==> src/rtl/key_event_if.sv <==
// Key level in, event pulses and busy out, between the key-event classifier and its user.
interface key_event_if;
  logic key_in;
  logic press_pulse;
  logic release_pulse;
  logic short_press;
  logic long_press;
  logic double_click;
  logic busy;

  modport master (
    output key_in,
    input  press_pulse, release_pulse, short_press, long_press, double_click, busy
  );

  modport slave (
    input  key_in,
    output press_pulse, release_pulse, short_press, long_press, double_click, busy
  );
endinterface

==> src/rtl/key_event.sv <==
// Classifies a debounced key level into press/release edges and short, long and double-click events.
module key_event #(
  parameter int unsigned LONG_CNT = 1000,
  parameter int unsigned GAP_CNT  = 250
) (
  input  logic        clk,
  input  logic        rst,
  key_event_if.slave  ev
);

  localparam int unsigned MAX_CNT = (LONG_CNT > GAP_CNT) ? LONG_CNT : GAP_CNT;
  localparam int          CW      = $clog2(MAX_CNT);
  localparam logic [CW-1:0] LONG_LAST = CW'(LONG_CNT - 1);
  localparam logic [CW-1:0] GAP_LAST  = CW'(GAP_CNT - 1);
  localparam logic [CW-1:0] CNT_ONE   = CW'(1);

  typedef enum logic [2:0] {
    IDLE,
    PRESS1,
    LONG_HOLD,
    WAIT_GAP,
    PRESS2
  } state_t;

  state_t        state;
  logic          key_d;
  logic [CW-1:0] hold_cnt;
  logic [CW-1:0] gap_cnt;
  logic          rise;
  logic          fall;

  assign rise = ev.key_in & ~key_d;
  assign fall = ~ev.key_in & key_d;

  always_ff @(posedge clk or negedge rst) begin
    if (!rst) begin
      state            <= IDLE;
      key_d            <= 1'b0;
      hold_cnt         <= '0;
      gap_cnt          <= '0;
      ev.press_pulse   <= 1'b0;
      ev.release_pulse <= 1'b0;
      ev.short_press   <= 1'b0;
      ev.long_press    <= 1'b0;
      ev.double_click  <= 1'b0;
      ev.busy          <= 1'b0;
    end else begin
      // NOTE: non-blocking assignments let every branch below read the pre-edge
      // state and counters; the pulse defaults here are overridden by at most one branch.
      key_d            <= ev.key_in;
      ev.press_pulse   <= 1'b0;
      ev.release_pulse <= fall;
      ev.short_press   <= 1'b0;
      ev.long_press    <= 1'b0;
      ev.double_click  <= 1'b0;
      ev.busy          <= (state != IDLE);

      case (state)
        IDLE: begin
          if (rise) begin
            state          <= PRESS1;
            hold_cnt       <= '0;
            ev.press_pulse <= 1'b1;
          end
        end

        PRESS1: begin
          if (fall) begin
            state   <= WAIT_GAP;
            gap_cnt <= '0;
          end else if (hold_cnt == LONG_LAST) begin
            state         <= LONG_HOLD;
            ev.long_press <= 1'b1;
          end else begin
            hold_cnt <= hold_cnt + CNT_ONE;
          end
        end

        WAIT_GAP: begin
          // A rise on the timeout edge still starts the second press.
          if (rise) begin
            state          <= PRESS2;
            hold_cnt       <= '0;
            ev.press_pulse <= 1'b1;
          end else if (gap_cnt == GAP_LAST) begin
            state          <= IDLE;
            ev.short_press <= 1'b1;
          end else begin
            gap_cnt <= gap_cnt + CNT_ONE;
          end
        end

        PRESS2: begin
          if (fall) begin
            state           <= IDLE;
            ev.double_click <= 1'b1;
          end else if (hold_cnt == LONG_LAST) begin
            state         <= LONG_HOLD;
            ev.long_press <= 1'b1;
          end else begin
            hold_cnt <= hold_cnt + CNT_ONE;
          end
        end

        LONG_HOLD: begin
          if (fall) state <= IDLE;
        end

        default: state <= IDLE;
      endcase
    end
  end

endmodule

==> src/flat_wrapper.sv <==
// flat-port wrapper written by rule: the top's interface ports become plain ports
module key_event_flat 
#(
  parameter int unsigned LONG_CNT = 1000,
  parameter int unsigned GAP_CNT  = 250
)
  (clk, rst, ev_key_in, ev_press_pulse, ev_release_pulse, ev_short_press, ev_long_press, ev_double_click, ev_busy);
  key_event_if ev_i ();
  input  logic clk;
  input  logic rst;
  input wire logic [$bits(ev_i.key_in)-1:0] ev_key_in;
  output wire logic [$bits(ev_i.press_pulse)-1:0] ev_press_pulse;
  output wire logic [$bits(ev_i.release_pulse)-1:0] ev_release_pulse;
  output wire logic [$bits(ev_i.short_press)-1:0] ev_short_press;
  output wire logic [$bits(ev_i.long_press)-1:0] ev_long_press;
  output wire logic [$bits(ev_i.double_click)-1:0] ev_double_click;
  output wire logic [$bits(ev_i.busy)-1:0] ev_busy;
  assign ev_i.key_in = ev_key_in;
  assign ev_press_pulse = ev_i.press_pulse;
  assign ev_release_pulse = ev_i.release_pulse;
  assign ev_short_press = ev_i.short_press;
  assign ev_long_press = ev_i.long_press;
  assign ev_double_click = ev_i.double_click;
  assign ev_busy = ev_i.busy;
  key_event #(.LONG_CNT(LONG_CNT), .GAP_CNT(GAP_CNT)) u_core (.clk(clk), .rst(rst), .ev(ev_i));
endmodule
==> config.mk <==
export PLATFORM = sky130hd
export DESIGN_NAME = key_event_flat
export DESIGN_NICKNAME = d
export VERILOG_FILES = /design/src/rtl/key_event_if.sv /design/src/rtl/key_event.sv /design/src/flat_wrapper.sv
export SDC_FILE = /design/constraint.sdc
export NUM_CORES = 1
export LEC_CHECK = 0
export ABC_CLOCK_PERIOD_IN_PS = 2480
export BUFFER_PORTS_ARGS = -buffer_cell sky130_fd_sc_hd__buf_2
export CORE_MARGIN = 1
export CORE_UTILIZATION = 45
export DETAILED_ROUTE_END_ITERATION = 8
export HOLD_SLACK_MARGIN = 0.06
export SLEW_MARGIN = 25
export SYNTH_ARGS = -nofsm -noshare
export SYNTH_HDL_FRONTEND = slang
export SYNTH_SLANG_ARGS = --single-unit
==> constraint.sdc <==
create_clock -name clk -period 2.48 [get_ports clk]
set_clock_uncertainty 0.1 [all_clocks]
set_input_delay 0.124 -clock clk [delete_from_list [all_inputs] [get_ports clk]]
set_output_delay 0.124 -clock clk [all_outputs]
set_load 0.1 [all_outputs]
# ---- Yosys cells after proc, flatten, opt, wreduce, memory -nomap -nowiden
# Cells that the tools add are included.
# Widths: inputs -> output; s select.
dict set report totals {
  regBits 30
  output_inout_bits 6
}
dict set report op_classes {
  add_sub_neg 2
  n_eq_ne 15
  muxes 26
  bitwise_logic 4
  reduce_logical 9
}
# operator count
set ops {}
lappend ops {{$mux 10} 6}
lappend ops {{$pmux 10 s2} 2}
lappend ops {{$mux 3} 7}
lappend ops {{$add 10x1->10 const B} 2}
lappend ops {{$pmux 3 s5} 1}
lappend ops {{$eq 10x10->1 const B} 1}
lappend ops {{$eq 10x8->1 const B} 1}
lappend ops {{$mux 1} 10}
lappend ops {{$ne 2x1->1 const B} 4}
lappend ops {{$ne 2x2->1 const B} 4}
lappend ops {{$reduce_and 4->1} 2}
lappend ops {{$eq 3x2->1 const B} 2}
lappend ops {{$reduce_bool 2->1} 2}
lappend ops {{$reduce_or 2->1} 2}
lappend ops {{$eq 3x1->1 const B} 1}
lappend ops {{$eq 3x3->1 const B} 1}
lappend ops {{$logic_not 3->1} 1}
lappend ops {{$ne 3x1->1 const B} 1}
lappend ops {{$reduce_and 3->1} 1}
lappend ops {{$reduce_bool 3->1} 1}
lappend ops {{$and 1x1->1} 2}
lappend ops {{$not 1->1} 2}

# ---- Logic depth before layout (Yosys ltp)
dict set report depth {
  depth_word 4
  ltp_mapped 7
  mapped_depth_nobuf 7
}

# ---- Worst setup path before layout
# OpenSTA, ideal clock, no wires.
dict set report synth_path {
  kind {register -> register}
  start {reg u_core.key_d}
  end {reg u_core.hold_cnt[3]}
  t_arrival_ns 1.860
  required_ns 2.302
  path_slack_ns 0.443
  stages_incl_launch_ff 8
  n_path_buf 2
  synth_period_minus_slack_ns 2.037
  cell_sequence {dfrtp_1 nor2b_1 buf_6 or3_4 and2_4 buf_6 or4_1 a21oi_1}
}
dict set report synth_between {
  elab_cells_between_ends 6
  cone_classes {eq/ne: 2; bitwise: 3; reduce/logical: 1}
}
# item line_no
set synth_lines {}
lappend synth_lines {{start: declaration} key_event.sv:26} ;# logic key_d;
lappend synth_lines {{start signal: assignment} key_event.sv:50} ;# key_d <= ev.key_in;
lappend synth_lines {{$and 1x1->1} key_event.sv:33} ;# assign fall = ~ev.key_in & key_d;
lappend synth_lines {{named net u_core.fall} key_event.sv:30} ;# logic fall;
lappend synth_lines {{$ne 2x2->1 (no line)} -}
lappend synth_lines {{$reduce_and 4->1 (no line)} -}
lappend synth_lines {{end signal: assignment} key_event.sv:75} ;# hold_cnt <= hold_cnt + CNT_ONE;
lappend synth_lines {{end signal: assignment} key_event.sv:101} ;# hold_cnt <= hold_cnt + CNT_ONE;
lappend synth_lines {{end: declaration} key_event.sv:27} ;# logic [CW-1:0] hold_cnt;
# The timed path passes the listed nets, and every way through them passes these cells.
# A chain may end at the register's enable or synchronous reset.

# ---- Worst setup path after layout
dict set report layout_path {
  start {reg u_core.state[0]}
  end {reg u_core.hold_cnt[3]}
}
dict set report layout_between {
  elab_chain_cells 4
  elab_cells_between_ends 12
  cone_classes {eq/ne: 6; mux: 1; reduce/logical: 5}
}
# item line_no
set layout_lines {}
lappend layout_lines {{start: declaration} key_event.sv:25} ;# state_t state;
lappend layout_lines {{start signal: assignment} key_event.sv:37} ;# state <= IDLE;
lappend layout_lines {{start signal: assignment} key_event.sv:61} ;# state <= PRESS1;
lappend layout_lines {{start signal: assignment} key_event.sv:69} ;# state <= WAIT_GAP;
lappend layout_lines {{$eq 3x1->1 (tied with other cells)} key_event.sv:58} ;# case (state)
lappend layout_lines {{$reduce_or 2->1 (no line)} -}
lappend layout_lines {{$ne 2x2->1 (no line) (tied with other cells)} -}
lappend layout_lines {{$reduce_and 4->1 (no line)} -}
# Several ways; a longest one is shown, not always the timed one.

==> impl_metrics.csv <==
group,metric,value,unit
outcome,status,"finished, final reports clean",
route,postRouteAntennaNets,0,
route,viasPerCell,5.43,
sta,setup_viol_count_final,0,
global_routing,grt_first_pass_wirelength,5.03,mm
logic_synthesis,synth_cell_types,42,
pwr,powerDensity,873,nW/um^2
pwr,finalPower,1500,uW
place,post-place-ws,0.349,ns
floorplan,die_h,61.1,um
worst_setup_path,worstPathCellList,"nor2b_1 -> o21bai_1 -> and2_4 -> or4_1 -> a21oi_1",
sta,grt_setup_unrepaired,"no",
worst_hold_path,hold_class,"in2async",
worst_setup_path,end_kind,"register",
cells_and_area,fin_nets,181,
place,gp_congestion,0.820,
global_routing,antenna_found_initial,0,
global_routing,use_met3,6.30,%
clock_network,cts-root-buf,"clkbuf_4",
logic_synthesis,yosysSeqAreaShare,47.8,%
worst_setup_path,worstPathRequired,2.64,ns
route,drt_iter0_markers,61,
place,hpwl,2.06,mm
worst_setup_path,critPathSlowestCell,"dfrtp_1",
cells_and_area,antennaDiodeCount,0,
sta,fin_ws,0.308,ns
floorplan,die_x,61.1,um
clock_network,cts_tree,"built",
logic_synthesis,syn_area,1570,um^2
route,routed-via-count,1201,
route,drt_wl_total,2.96,mm
flow_run,cap_viol_max_count,0,
cells_and_area,drive_gt1_share,13.7,%
route,wl_per_cell,13.4,um
sta,final_max_slew_viol_count,0,
logic_synthesis,yosysWarnings,0,
sta,fmaxAchievable,0.460,GHz
sta,finalSetupTns,0,ns
clock_network,cts_inserted_buffers,5,
global_routing,grt-ovfl-total,0,
sta,fin_crit_sh,87.6,%
global_routing,grt.busiest_layer,"met2",
clock_network,clk_path_buf_depth,2,
cells_and_area,area_growth,9.08,%
global_routing,met2_usage,28.6,%
floorplan,coreArea,3340,um^2
logic_synthesis,synth_cells,160,
worst_setup_path,cp-start-kind,"register",
global_routing,gr-usage-met1,24.9,%
global_routing,grt_pass1_vias,1137,
global_routing,grtUsageTotal,19.0,%
logic_synthesis,syn-num-nets,166,
logic_synthesis,synth.avg_cell_area,9.82,um^2
route,drtPass1Iterations,4,
sta,slew_headroom,55.6,%
place,port_buffers,8,
clock_network,clk_latency,0.33,ns
worst_setup_path,startpoint,"u_core.state[0]",
worst_setup_path,r2r-start,"u_core.state[0]",
floorplan,dieArea,3730,um^2
pwr,ir_drop,0.000355,V
worst_setup_path,cp_slowest_stage_delay,0.53,ns
pwr,power_leakage,0.000773,uW
clock_network,cts.htree.levels,2,
logic_synthesis,synth_seq_cells,30,
floorplan,start_util,47.1,%
worst_setup_path,cp_data_arrival_time,2.34,ns
floorplan,fp-row-count,21,
route,drc,0,
worst_setup_path,cp_max_fo,10,
global_routing,grt_max_degree,31,
sta,tightest_slew,0.666,ns
sta,hold_viol,0,
worst_setup_path,worstSetupPathType,"reg2reg",
clock_network,cts_num_sinks,30,
clock_network,clk_pin_slew,0.09,ns
floorplan,io-pin-count,9,
sta,min_period,2.17,ns
==> power breakdown <==
group	switching, uW	total (uW)	internal, uW
combinational	361	561	200
clock	153	259	107
sequential	102	675	574
total	615	1500	881
==> per-layer routing <==
| metal | routed length (um) | part of all wire [%] | vias up |
|---|---|---|---|
| li1 | - | - | 602 |
| met1 | 1450 | 49 | 578 |
| met2 | 1390 | 47 | 17 |
| met3 | 97 | 3.3 | 4 |
| met4 | 32 | 1.1 | 0 |
| met5 | 0 | 0 | - |
==> worst paths after layout <==
kind / cells past startpoint / slack (ns) / to
worst max-delay path: 5 / 0.31 / u_core.hold_cnt[3]
worst min-delay path: 2 / 0.25 / u_core.state[0]
worst max register to register: 5 / 0.31 / u_core.hold_cnt[3]
worst min register to register: 1 / 0.41 / u_core.gap_cnt[2]
max in group asynchronous: 2 / 1.59 / u_core.ev.press_pulse
min in group clk: 2 / 0.37 / u_core.key_d
==> final cells by class <==
class | instances | area [um^2]
Sequential cell | 30 | 751
Inverter | 5 | 18.8
Multi-Input combinational cell | 118 | 744
Tap cell | 46 | 57.6
Fill cell | 311 | 1620
Clock buffer | 7 | 45.0
Timing Repair Buffer | 15 | 97.6
==> logic make-up after synthesis <==
| family | count (synthesis) | synth area share, % |
|---|---|---|
| AO/OA/AOI/OAI | 28 | 12.1 |
| AND/OR/NAND/NOR | 73 | 25.0 |
| XOR/XNOR | 13 | 7.25 |
| multiplexers | 1 | 0.637 |
| buffers and inverters | 12 | 4.86 |
| adder cells (fa/ha/maj) | 3 | 2.39 |
| flip-flops | 30 | 47.8 |
==> metrics by stage <==
stage	util [%]	hold slack (ns)	cells	instance area, um^2
2_1_floorplan	-	-0.272	160	1570
3_5_place_dp	49.4	0.0952	212	1650
3_3_place_gp	49.4	0.0922	212	1650
5_1_grt	51.4	0.311	221	1710
6_report	51.4	0.254	221	1710
4_1_cts	51.4	0.259	221	1710
==> Yosys cell counts <==
cell type	number	area (um^2)
nand4b_1	1	8.76
nor4bb_1	1	10.0
ha_1	3	37.5
nor2b_1	3	18.8
a21o_2	1	8.76
or4_1	4	30.0
xnor2_1	7	61.3
and3_1	4	25.0
a21oi_1	6	30.0
dfrtp_1	30	751
buf_1	1	3.75
and3_2	1	7.51
or2b_1	1	7.51
a221oi_1	1	8.76
a211oi_1	4	30.0
clkbuf_1	1	3.75
and2_0	1	6.26
nor3_1	4	20.0
o31ai_1	3	22.5
and2_1	1	6.26
a2111oi_0	2	17.5
and2_4	1	8.76
a31o_2	1	8.76
a22o_1	1	8.76
o21ai_0	6	30.0
mux2i_1	1	10.0
nand2b_1	1	6.26
or3_4	1	11.3
o41ai_1	1	8.76
o221ai_1	1	8.76
nand2_1	11	41.3
nor2_1	18	67.6
nand3_1	10	50.1
or3_1	2	12.5
xor2_1	6	52.6
buf_6	4	45.0
inv_1	5	18.8
nor4b_1	2	17.5
or2_2	1	6.26
o21bai_1	1	7.51
nand4_1	5	31.3
clkbuf_2	1	5.00
==> critical path, delay by kind of cell, from the launching register on <==
family / cells / cell delay (ns)
simple gates: 3 / 1.09
compound gates: 2 / 0.38
flops: 1 / 0.53
==> sequential cells by signal (all words and copies together), names as in the netlist <==
register                 count
u_core.ev.double_click       1
u_core.ev.busy               1
u_core.ev.long_press         1
u_core.key_d                 1
u_core.hold_cnt             10
u_core.ev.release_pulse      1
u_core.ev.short_press        1
u_core.gap_cnt              10
u_core.state                 3
u_core.ev.press_pulse        1
==> cells in the final DEF (no fill, tap or decap), types with 2 or more instances in the layout <==
cell type      Yosys  final
o31ai_1            3      3
nor2b_1            3      3
inv_1              5      5
dlygate4sd3_1      0      2
nand3_1           10     10
xor2_1             6      6
nor2_1            18     18
a21oi_1            6      6
and3_1             4      4
a2111oi_0          2      2
xnor2_1            7      7
or4_1              4      4
a211oi_1           4      4
nor3_1             4      4
buf_2              0      8
ha_1               3      3
nor4b_1            2      2
nand2_1           11     11
or3_1              2      2
dfrtp_1           30     30
clkbuf_4           0      5
o21ai_0            6      6
clkbuf_1           1      2
buf_4              0      5
nand4_1            5      5
==> timing repair <==
action                                  4_1_cts  5_1_grt
hold buffers                                  2        0
resized for setup                             0        0
endpoints found under the setup margin        0        0
endpoints found under the hold margin        32        0
setup buffers                                 0        0
No activity file was read; power rests on OpenSTA's default activity.
